`config.mk`:
```
export PLATFORM = sky130hd
export DESIGN_NAME = player_board_ctrl_flat
export DESIGN_NICKNAME = d
export VERILOG_FILES = /design/src/rtl/player_board_ctrl_if.sv /design/src/rtl/player_board_ctrl.sv /design/src/flat_wrapper.sv
export SDC_FILE = /design/constraint.sdc
export NUM_CORES = 1
export LEC_CHECK = 0
export ABC_AREA = 1
export BUFFER_PORTS_ARGS = -buffer_cell sky130_fd_sc_hd__buf_2
export CAP_MARGIN = 20
export CELL_PAD_IN_SITES_DETAIL_PLACEMENT = 0
export CELL_PAD_IN_SITES_GLOBAL_PLACEMENT = 1
export CORE_MARGIN = 2
export CORE_UTILIZATION = 40
export CTS_BUF_LIST = sky130_fd_sc_hd__clkbuf_4 sky130_fd_sc_hd__clkbuf_8
export CTS_CLUSTER_DIAMETER = 150
export CTS_CLUSTER_SIZE = 10
export DETAILED_ROUTE_END_ITERATION = 6
export GPL_TIMING_DRIVEN = 0
export PLACE_DENSITY_LB_ADDON = 0.1
export RECOVER_POWER = 25
export SYNTH_ARGS = -nofsm -noshare
export SYNTH_HDL_FRONTEND = slang
export SYNTH_SLANG_ARGS = --single-unit
```
`constraint.sdc`:
```
create_clock -name clk -period 1.6 [get_ports clk]
set_clock_uncertainty 0.05 [all_clocks]
set_input_delay 0.16 -clock clk [delete_from_list [all_inputs] [get_ports clk]]
set_output_delay 0.16 -clock clk [all_outputs]
set_load 0.02 [all_outputs]
```
`src/rtl/player_board_ctrl_if.sv`:
```
// Board-side signal bundle of the player control front end.
// master = board/button side, slave = player_board_ctrl.
interface player_board_ctrl_if #(
  parameter int TRACK_W = 2
);
  logic               btn_play;
  logic               btn_next;
  logic               btn_prev;
  logic               player_done;
  logic               player_ce;
  logic               player_rst;
  logic [TRACK_W-1:0] track_sel;
  logic               playing;
  logic [3:0]         led;

  modport master (
    output btn_play, btn_next, btn_prev, player_done,
    input  player_ce, player_rst, track_sel, playing, led
  );

  modport slave (
    input  btn_play, btn_next, btn_prev, player_done,
    output player_ce, player_rst, track_sel, playing, led
  );
endinterface

```
`src/rtl/player_board_ctrl.sv`:
```
// Button conditioning plus play/pause/track sequencing for the PWM music player.
//   state    | meaning
//   IDLE     | player held in reset, next/prev only move the track
//   LOAD     | player reset for 2*CE_DIV cycles before playback starts
//   PLAY     | player running, player_ce every CE_DIV cycles
//   PAUSE    | player out of reset, ce stopped, divider phase kept
module player_board_ctrl #(
  parameter int CLK_FREQ     = 100000000,
  parameter int CE_DIV       = 2,
  parameter int NUM_TRACKS   = 4,
  parameter int SYNC_STAGES  = 2,
  parameter int DEBOUNCE_US  = 10000,
  parameter int AUTO_ADVANCE = 1
) (
  input logic                clk,
  input logic                reset,
  player_board_ctrl_if.slave bus
);

  localparam int TRACK_W = $clog2(NUM_TRACKS);
  localparam int DEB_CNT = CLK_FREQ / 1000000 * DEBOUNCE_US;
  localparam int CNT_W   = (DEB_CNT > 1) ? $clog2(DEB_CNT) : 1;
  localparam int DIV_W   = (CE_DIV > 1) ? $clog2(CE_DIV) : 1;
  localparam int LD_W    = $clog2(2 * CE_DIV);

  localparam logic [TRACK_W-1:0] TRACK_MAX = TRACK_W'(NUM_TRACKS - 1);
  localparam logic [CNT_W-1:0]   CNT_TC    = CNT_W'((DEB_CNT > 0) ? DEB_CNT - 1 : 0);
  localparam logic [DIV_W-1:0]   DIV_TC    = DIV_W'(CE_DIV - 1);
  localparam logic [LD_W-1:0]    LD_INIT   = LD_W'(2 * CE_DIV - 1);

  typedef enum logic [1:0] {ST_IDLE, ST_LOAD, ST_PLAY, ST_PAUSE} state_t;

  logic [2:0]             btn_raw;
  logic [2:0]             synced;
  logic [2:0]             deb_q, deb_d;
  logic [2:0]             deb_prev_q;
  logic [2:0]             ev;
  logic [SYNC_STAGES-1:0] sync_q [3];
  logic [SYNC_STAGES-1:0] sync_d [3];
  logic [CNT_W-1:0]       cnt_q  [3];
  logic [CNT_W-1:0]       cnt_d  [3];

  assign btn_raw = {bus.btn_prev, bus.btn_next, bus.btn_play};

  // Level only flips after DEB_CNT consecutive disagreeing samples.
  always_comb begin
    for (int b = 0; b < 3; b++) begin
      sync_d[b] = {sync_q[b][SYNC_STAGES-2:0], btn_raw[b]};
      synced[b] = sync_q[b][SYNC_STAGES-1];
      deb_d[b]  = deb_q[b];
      cnt_d[b]  = '0;
      if (DEB_CNT == 0) begin
        deb_d[b] = synced[b];
      end else if (synced[b] != deb_q[b]) begin
        if (cnt_q[b] == CNT_TC) deb_d[b] = synced[b];
        else                    cnt_d[b] = cnt_q[b] + CNT_W'(1);
      end
    end
  end

  always_ff @(posedge clk or negedge reset) begin
    if (!reset) begin
      sync_q     <= '{default: '0};
      cnt_q      <= '{default: '0};
      deb_q      <= '0;
      deb_prev_q <= '0;
    end else begin
      sync_q     <= sync_d;
      cnt_q      <= cnt_d;
      deb_q      <= deb_d;
      deb_prev_q <= deb_q;
    end
  end

  assign ev = deb_q & ~deb_prev_q;

  state_t             state_q, state_d;
  logic [TRACK_W-1:0] track_q, track_d;
  logic [TRACK_W-1:0] trk_inc, trk_dec;
  logic [DIV_W-1:0]   div_q, div_d;
  logic [LD_W-1:0]    ld_q, ld_d;
  logic               ce_q, ce_d;
  logic               rst_q, rst_d;
  logic               playing_q, playing_d;
  logic [3:0]         led_q, led_d;
  logic [1:0]         trk_lo;
  logic               play_ev, next_ev, prev_ev;

  assign play_ev = ev[0];
  assign next_ev = ev[1];
  assign prev_ev = ev[2];
  assign trk_inc = (track_q == TRACK_MAX) ? '0 : track_q + TRACK_W'(1);
  assign trk_dec = (track_q == '0) ? TRACK_MAX : track_q - TRACK_W'(1);

  always_comb begin
    state_d = state_q;
    track_d = track_q;
    ld_d    = ld_q;
    div_d   = div_q;
    case (state_q)
      ST_IDLE: begin
        if (play_ev) begin
          state_d = ST_LOAD;
          ld_d    = LD_INIT;
        end else if (next_ev) begin
          track_d = trk_inc;
        end else if (prev_ev) begin
          track_d = trk_dec;
        end
      end
      ST_LOAD: begin
        if (ld_q == '0) state_d = ST_PLAY;
        else            ld_d    = ld_q - LD_W'(1);
      end
      ST_PLAY: begin
        if (play_ev) begin
          state_d = ST_PAUSE;
        end else if (next_ev || prev_ev) begin
          state_d = ST_LOAD;
          ld_d    = LD_INIT;
          track_d = next_ev ? trk_inc : trk_dec;
        end else if (bus.player_done) begin
          if (AUTO_ADVANCE != 0) begin
            state_d = ST_LOAD;
            ld_d    = LD_INIT;
            track_d = trk_inc;
          end else begin
            state_d = ST_IDLE;
          end
        end
      end
      ST_PAUSE: begin
        if (play_ev) begin
          state_d = ST_PLAY;
        end else if (next_ev || prev_ev) begin
          state_d = ST_LOAD;
          ld_d    = LD_INIT;
          track_d = next_ev ? trk_inc : trk_dec;
        end
      end
      default: state_d = ST_IDLE;
    endcase

    // Divider advances only across PLAY cycles; PAUSE keeps the phase.
    if (state_d == ST_PLAY) begin
      if (state_q == ST_PLAY || state_q == ST_PAUSE)
        div_d = (div_q == DIV_TC) ? '0 : div_q + DIV_W'(1);
      else
        div_d = '0;
    end else if (state_d != ST_PAUSE) begin
      div_d = '0;
    end

    ce_d      = (state_d == ST_PLAY) && (div_d == DIV_TC);
    rst_d     = (state_d == ST_IDLE) || (state_d == ST_LOAD);
    playing_d = (state_d == ST_PLAY);
    trk_lo    = 2'(track_d);
    led_d     = {trk_lo, state_d == ST_PAUSE, playing_d};
  end

  always_ff @(posedge clk or negedge reset) begin
    if (!reset) begin
      state_q   <= ST_IDLE;
      track_q   <= '0;
      div_q     <= '0;
      ld_q      <= '0;
      ce_q      <= 1'b0;
      rst_q     <= 1'b1;
      playing_q <= 1'b0;
      led_q     <= '0;
    end else begin
      state_q   <= state_d;
      track_q   <= track_d;
      div_q     <= div_d;
      ld_q      <= ld_d;
      ce_q      <= ce_d;
      rst_q     <= rst_d;
      playing_q <= playing_d;
      led_q     <= led_d;
    end
  end

  assign bus.player_ce  = ce_q;
  assign bus.player_rst = rst_q;
  assign bus.track_sel  = track_q;
  assign bus.playing    = playing_q;
  assign bus.led        = led_q;

endmodule

```
`src/flat_wrapper.sv`:
```
// flat-port wrapper written by rule: the top's interface ports become plain ports
module player_board_ctrl_flat 
#(
  parameter int CLK_FREQ     = 100000000,
  parameter int CE_DIV       = 2,
  parameter int NUM_TRACKS   = 4,
  parameter int SYNC_STAGES  = 2,
  parameter int DEBOUNCE_US  = 10000,
  parameter int AUTO_ADVANCE = 1
)
  (clk, reset, bus_btn_play, bus_btn_next, bus_btn_prev, bus_player_done, bus_player_ce, bus_player_rst, bus_track_sel, bus_playing, bus_led);
  player_board_ctrl_if #(.TRACK_W((2))) bus_i ();
  input logic clk;
  input logic reset;
  input wire logic [$bits(bus_i.btn_play)-1:0] bus_btn_play;
  input wire logic [$bits(bus_i.btn_next)-1:0] bus_btn_next;
  input wire logic [$bits(bus_i.btn_prev)-1:0] bus_btn_prev;
  input wire logic [$bits(bus_i.player_done)-1:0] bus_player_done;
  output wire logic [$bits(bus_i.player_ce)-1:0] bus_player_ce;
  output wire logic [$bits(bus_i.player_rst)-1:0] bus_player_rst;
  output wire logic [$bits(bus_i.track_sel)-1:0] bus_track_sel;
  output wire logic [$bits(bus_i.playing)-1:0] bus_playing;
  output wire logic [$bits(bus_i.led)-1:0] bus_led;
  assign bus_i.btn_play = bus_btn_play;
  assign bus_i.btn_next = bus_btn_next;
  assign bus_i.btn_prev = bus_btn_prev;
  assign bus_i.player_done = bus_player_done;
  assign bus_player_ce = bus_i.player_ce;
  assign bus_player_rst = bus_i.player_rst;
  assign bus_track_sel = bus_i.track_sel;
  assign bus_playing = bus_i.playing;
  assign bus_led = bus_i.led;
  player_board_ctrl #(.CLK_FREQ(CLK_FREQ), .CE_DIV(CE_DIV), .NUM_TRACKS(NUM_TRACKS), .SYNC_STAGES(SYNC_STAGES), .DEBOUNCE_US(DEBOUNCE_US), .AUTO_ADVANCE(AUTO_ADVANCE)) u_core (.clk(clk), .reset(reset), .bus(bus_i));
endmodule
```
==> flow_metrics.py <==
metrics = {
    "clock_tree": {
        "insertion_delay_ns": 0.37,
        "clkTransAtPathRegs_ns": 0.08,
        "cts_tree": "yes",
        "clockRootBuffer": "clkbuf_8",
        "cts_inserted_buffers": 9,
        "ctsLongestPathBuffers": 2,
        "htree_levels": 3,
        "clock-sinks": 83,
    },
    "logic_synthesis": {
        "ys_dominant_reg_cell": "dfrtp_1",
        "syn-cell-area_um2": 4530,
        "synth_fp_nets": 578,
        "syn_avg_cell_area_um2": 8.01,
        "ys_seq_area_share_pct": 45.8,
        "yosys_warnings": 0,
        "ys_types": 30,
        "yosys_register_bits": 83,
        "synth_cells": 566,
        "async_flop_share_pct": 100,
        "synth-edff-count": 0,
    },
    "sta": {
        "finalCriticalPeriod_ns": 1.46,
        "tightest_slew_ns": 0.887,
        "setup_viol": 0,
        "max_freq_ghz": 0.685,
        "hold_viol": 0,
        "finalHoldWorstSlack_ns": 0.180,
        "rsz0062_at_grt": "false",
        "slew_violations": 0,
        "post-route-period-util_pct": 91.2,
        "slew_headroom_pct": 40.9,
    },
    "setup_path": {
        "critPathArrivalTime_ns": 1.67,
        "start_kind": "flop",
        "crit_type": "flop to flop",
        "cp_max_fo": 4,
        "crit_required_ns": 1.81,
        "crit_start": "u_core.cnt_q[40]",
        "endpoint_kind": "flop",
        "r2r_start": "u_core.cnt_q[40]",
    },
    "routing": {
        "num_vias": 3421,
        "vias_per_cell": 4.56,
        "wirelength_um": 8720,
        "drt_iter0_drc": 196,
        "wl_per_cell_um": 11.6,
        "drc_errors": 0,
        "first_pass_iters": 5,
        "drtAntennaViolNets": 0,
    },
    "die": {
        "start_util_pct": 41.5,
        "die_h_um": 110,
        "pin_count": 15,
        "rows": 38,
        "core_um2": 10900,
        "dieArea_um2": 12200,
        "die_w_um": 110,
    },
    "cells_and_area": {
        "areaGrowthSynthToFinish_pct": 13.9,
        "fill_cells": 1125,
        "insertedDiodeCount": 0,
        "drive_above_1_share_pct": 16.0,
        "nets": 618,
    },
    "global_route": {
        "grt_overflow": 0,
        "grt_max_degree": 52,
        "use_met2_pct": 23.0,
        "grt_pass1_wl_um": 15500,
        "grt_pass1_vias": 3277,
        "use_met3_pct": 2.80,
        "track_usage_pct": 15.5,
        "top_usage_layer": "met2",
        "met1_usage_pct": 22.2,
        "antenna_found_initial": 0,
    },
    "worst_hold_path": {
        "hold_start": "bus_player_done",
        "min_path_type": "input pin to flop",
    },
    "power_and_ir_drop": {
        "p_int_uw": 3030,
        "finalPower_uw": 3940,
        "p_leak_uw": 0.00244,
        "combPwrFrac_pct": 4.5,
        "vdd_drop_max_v": 0.000317,
        "p_sw_uw": 907,
        "powerDensity_nw_per_um2": 763,
        "p_seq_share_pct": 54.3,
        "pwr-share-clk_pct": 41.2,
        "switching_share_pct": 23.0,
    },
    "outcome": {
        "status": "finished, final reports clean",
    },
    "place": {
        "io_buffer_count": 14,
        "dp_hpwl_um": 6360,
        "place.gp.congestion": 0.795,
    },
    "flow_run": {
        "cap_violations": 0,
    },
}
==> sequential cells by signal (all words and copies together), names as in the netlist, named ones only <==
register	count
u_core.cnt_q	60
u_core.deb_prev_q	3
u_core.deb_q	3
u_core.sync_d	3
u_core.sync_q	3
u_core.bus.led	2
u_core.ld_q	2
u_core.state_q	2
u_core.bus.player_ce	1
u_core.bus.player_rst	1
u_core.div_q	1
==> final cells by class <==
cell class	count	area [µm²]	share of cell area, %
Multi-Input combinational cell	409	2170	42.0
Sequential cell	83	2080	40.3
Inverter	71	267	5.16
Timing Repair Buffer	29	238	4.60
Tap cell	140	175	3.39
Clock buffer	12	165	3.20
Clock inverter	4	47.5	0.921
Buffer	3	22.5	0.436
==> worst paths after layout <==
check | end | slack, ns | cells after the start
worst max-delay path | u_core.cnt_q[59] | 0.14 | 8
worst min-delay path | flop | 0.18 | 5
worst max register to register | u_core.cnt_q[59] | 0.14 | 8
worst min register to register | u_core.sync_q[5] | 0.30 | 0
max in group asynchronous | u_core.cnt_q[5] | 0.37 | 3
min in group asynchronous | u_core.cnt_q[32] | 0.38 | 2
==> Yosys cell counts, types with 2 or more instances <==
cell type    n  area share, %
nand2_2      9            1.2
nor3_4       3            1.1
dfrtp_1     82             45
nor3_1       6           0.66
buf_4        3           0.50
nand2_1    125             10
nor2_8       2           0.88
xor2_1      19            3.7
o21bai_1     3           0.50
nor2_4      10            2.5
nand2_4      6            1.5
nor2_1     126             10
inv_1       64            5.3
nand3_1     35            3.9
xnor2_1     17            3.3
ha_1         6            1.7
nand3_2      8            1.8
inv_2        6           0.50
nand4_1      5           0.69
nor2_2       6           0.83
o21ai_0      5           0.55
a21oi_1     12            1.3
==> power by group through the flow <==
stage	Sequential, µW	Clock (µW)	Combinational, µW
2_1_floorplan	2180	0	71.7
3_3_place_gp	2180	0	139
3_5_place_dp	2180	0	152
4_1_cts	2140	1710	159
5_1_grt	2140	1770	203
6_report	2140	1620	177
==> per-layer routing <==
| layer | vias to the layer above | wire length [µm] |
|---|---|---|
| met1 | 1555 | 4490 |
| met4 | 0 | 176 |
| met3 | 12 | 229 |
| met5 | - | 0 |
| li1 | 1819 | - |
| met2 | 35 | 3830 |
==> logic make-up after synthesis <==
logic type	after synthesis	share of synthesized area, %
compound gates	23	2.84
xor+xnor	36	6.95
fa+ha+maj	6	1.66
buf+inv	74	6.37
flops	83	45.8
simple gates	344	36.3
==> metrics by stage <==
stage          TNS, ns  util [%]  setup WS, ns  instance area (µm²)  cells
4_1_cts              0      46.3        0.0286                 5060    741
3_3_place_gp    -35.64      43.7        -0.441                 4780    720
5_1_grt              0      47.2       0.00341                 5160    751
3_5_place_dp         0      44.0        0.0419                 4810    721
6_report             0      47.2         0.140                 5160    751
2_1_floorplan        0         -         0.223                 4530    566
==> timing repair <==
action,4_1_cts,5_1_grt
endpoints found under the setup margin,0,13
hold buffers,4,0
hold endpoints to repair,34,0
gates resized for setup,0,1
buffers inserted,0,10
==> placed cells by master, fill, tap and decap left out, types with 2 or more instances in the layout <==
cell type | netlist | layout
nand3_2 | 8 | 8
nor3_1 | 6 | 6
nor3_4 | 3 | 3
nor2_1 | 126 | 125
nand4_1 | 5 | 5
nor2_4 | 10 | 10
buf_12 | 0 | 2
inv_2 | 6 | 6
nor2_8 | 2 | 2
dlygate4sd3_1 | 0 | 4
nand3_1 | 35 | 35
o21bai_1 | 3 | 3
buf_4 | 3 | 11
nand2_4 | 6 | 6
clkbuf_8 | 0 | 12
dfrtp_1 | 82 | 82
nand2_2 | 9 | 9
clkinv_2 | 0 | 2
a21oi_1 | 12 | 12
nand2_1 | 125 | 125
xnor2_1 | 17 | 17
ha_1 | 6 | 6
xor2_1 | 19 | 19
o21ai_0 | 5 | 5
nor2_2 | 6 | 7
inv_1 | 64 | 64
buf_2 | 0 | 13
==> worst max-delay path: stages (launching register included) <==
cell and delay, ns:
dfrtp_1 0.37, ha_1 0.19, inv_1 0.11, nor3_4 0.23
nand3_2 0.14, nand2_4 0.12, inv_2 0.06, nand2_1 0.06
nor2_1 0.04
No activity file was read; power rests on OpenSTA's default activity.
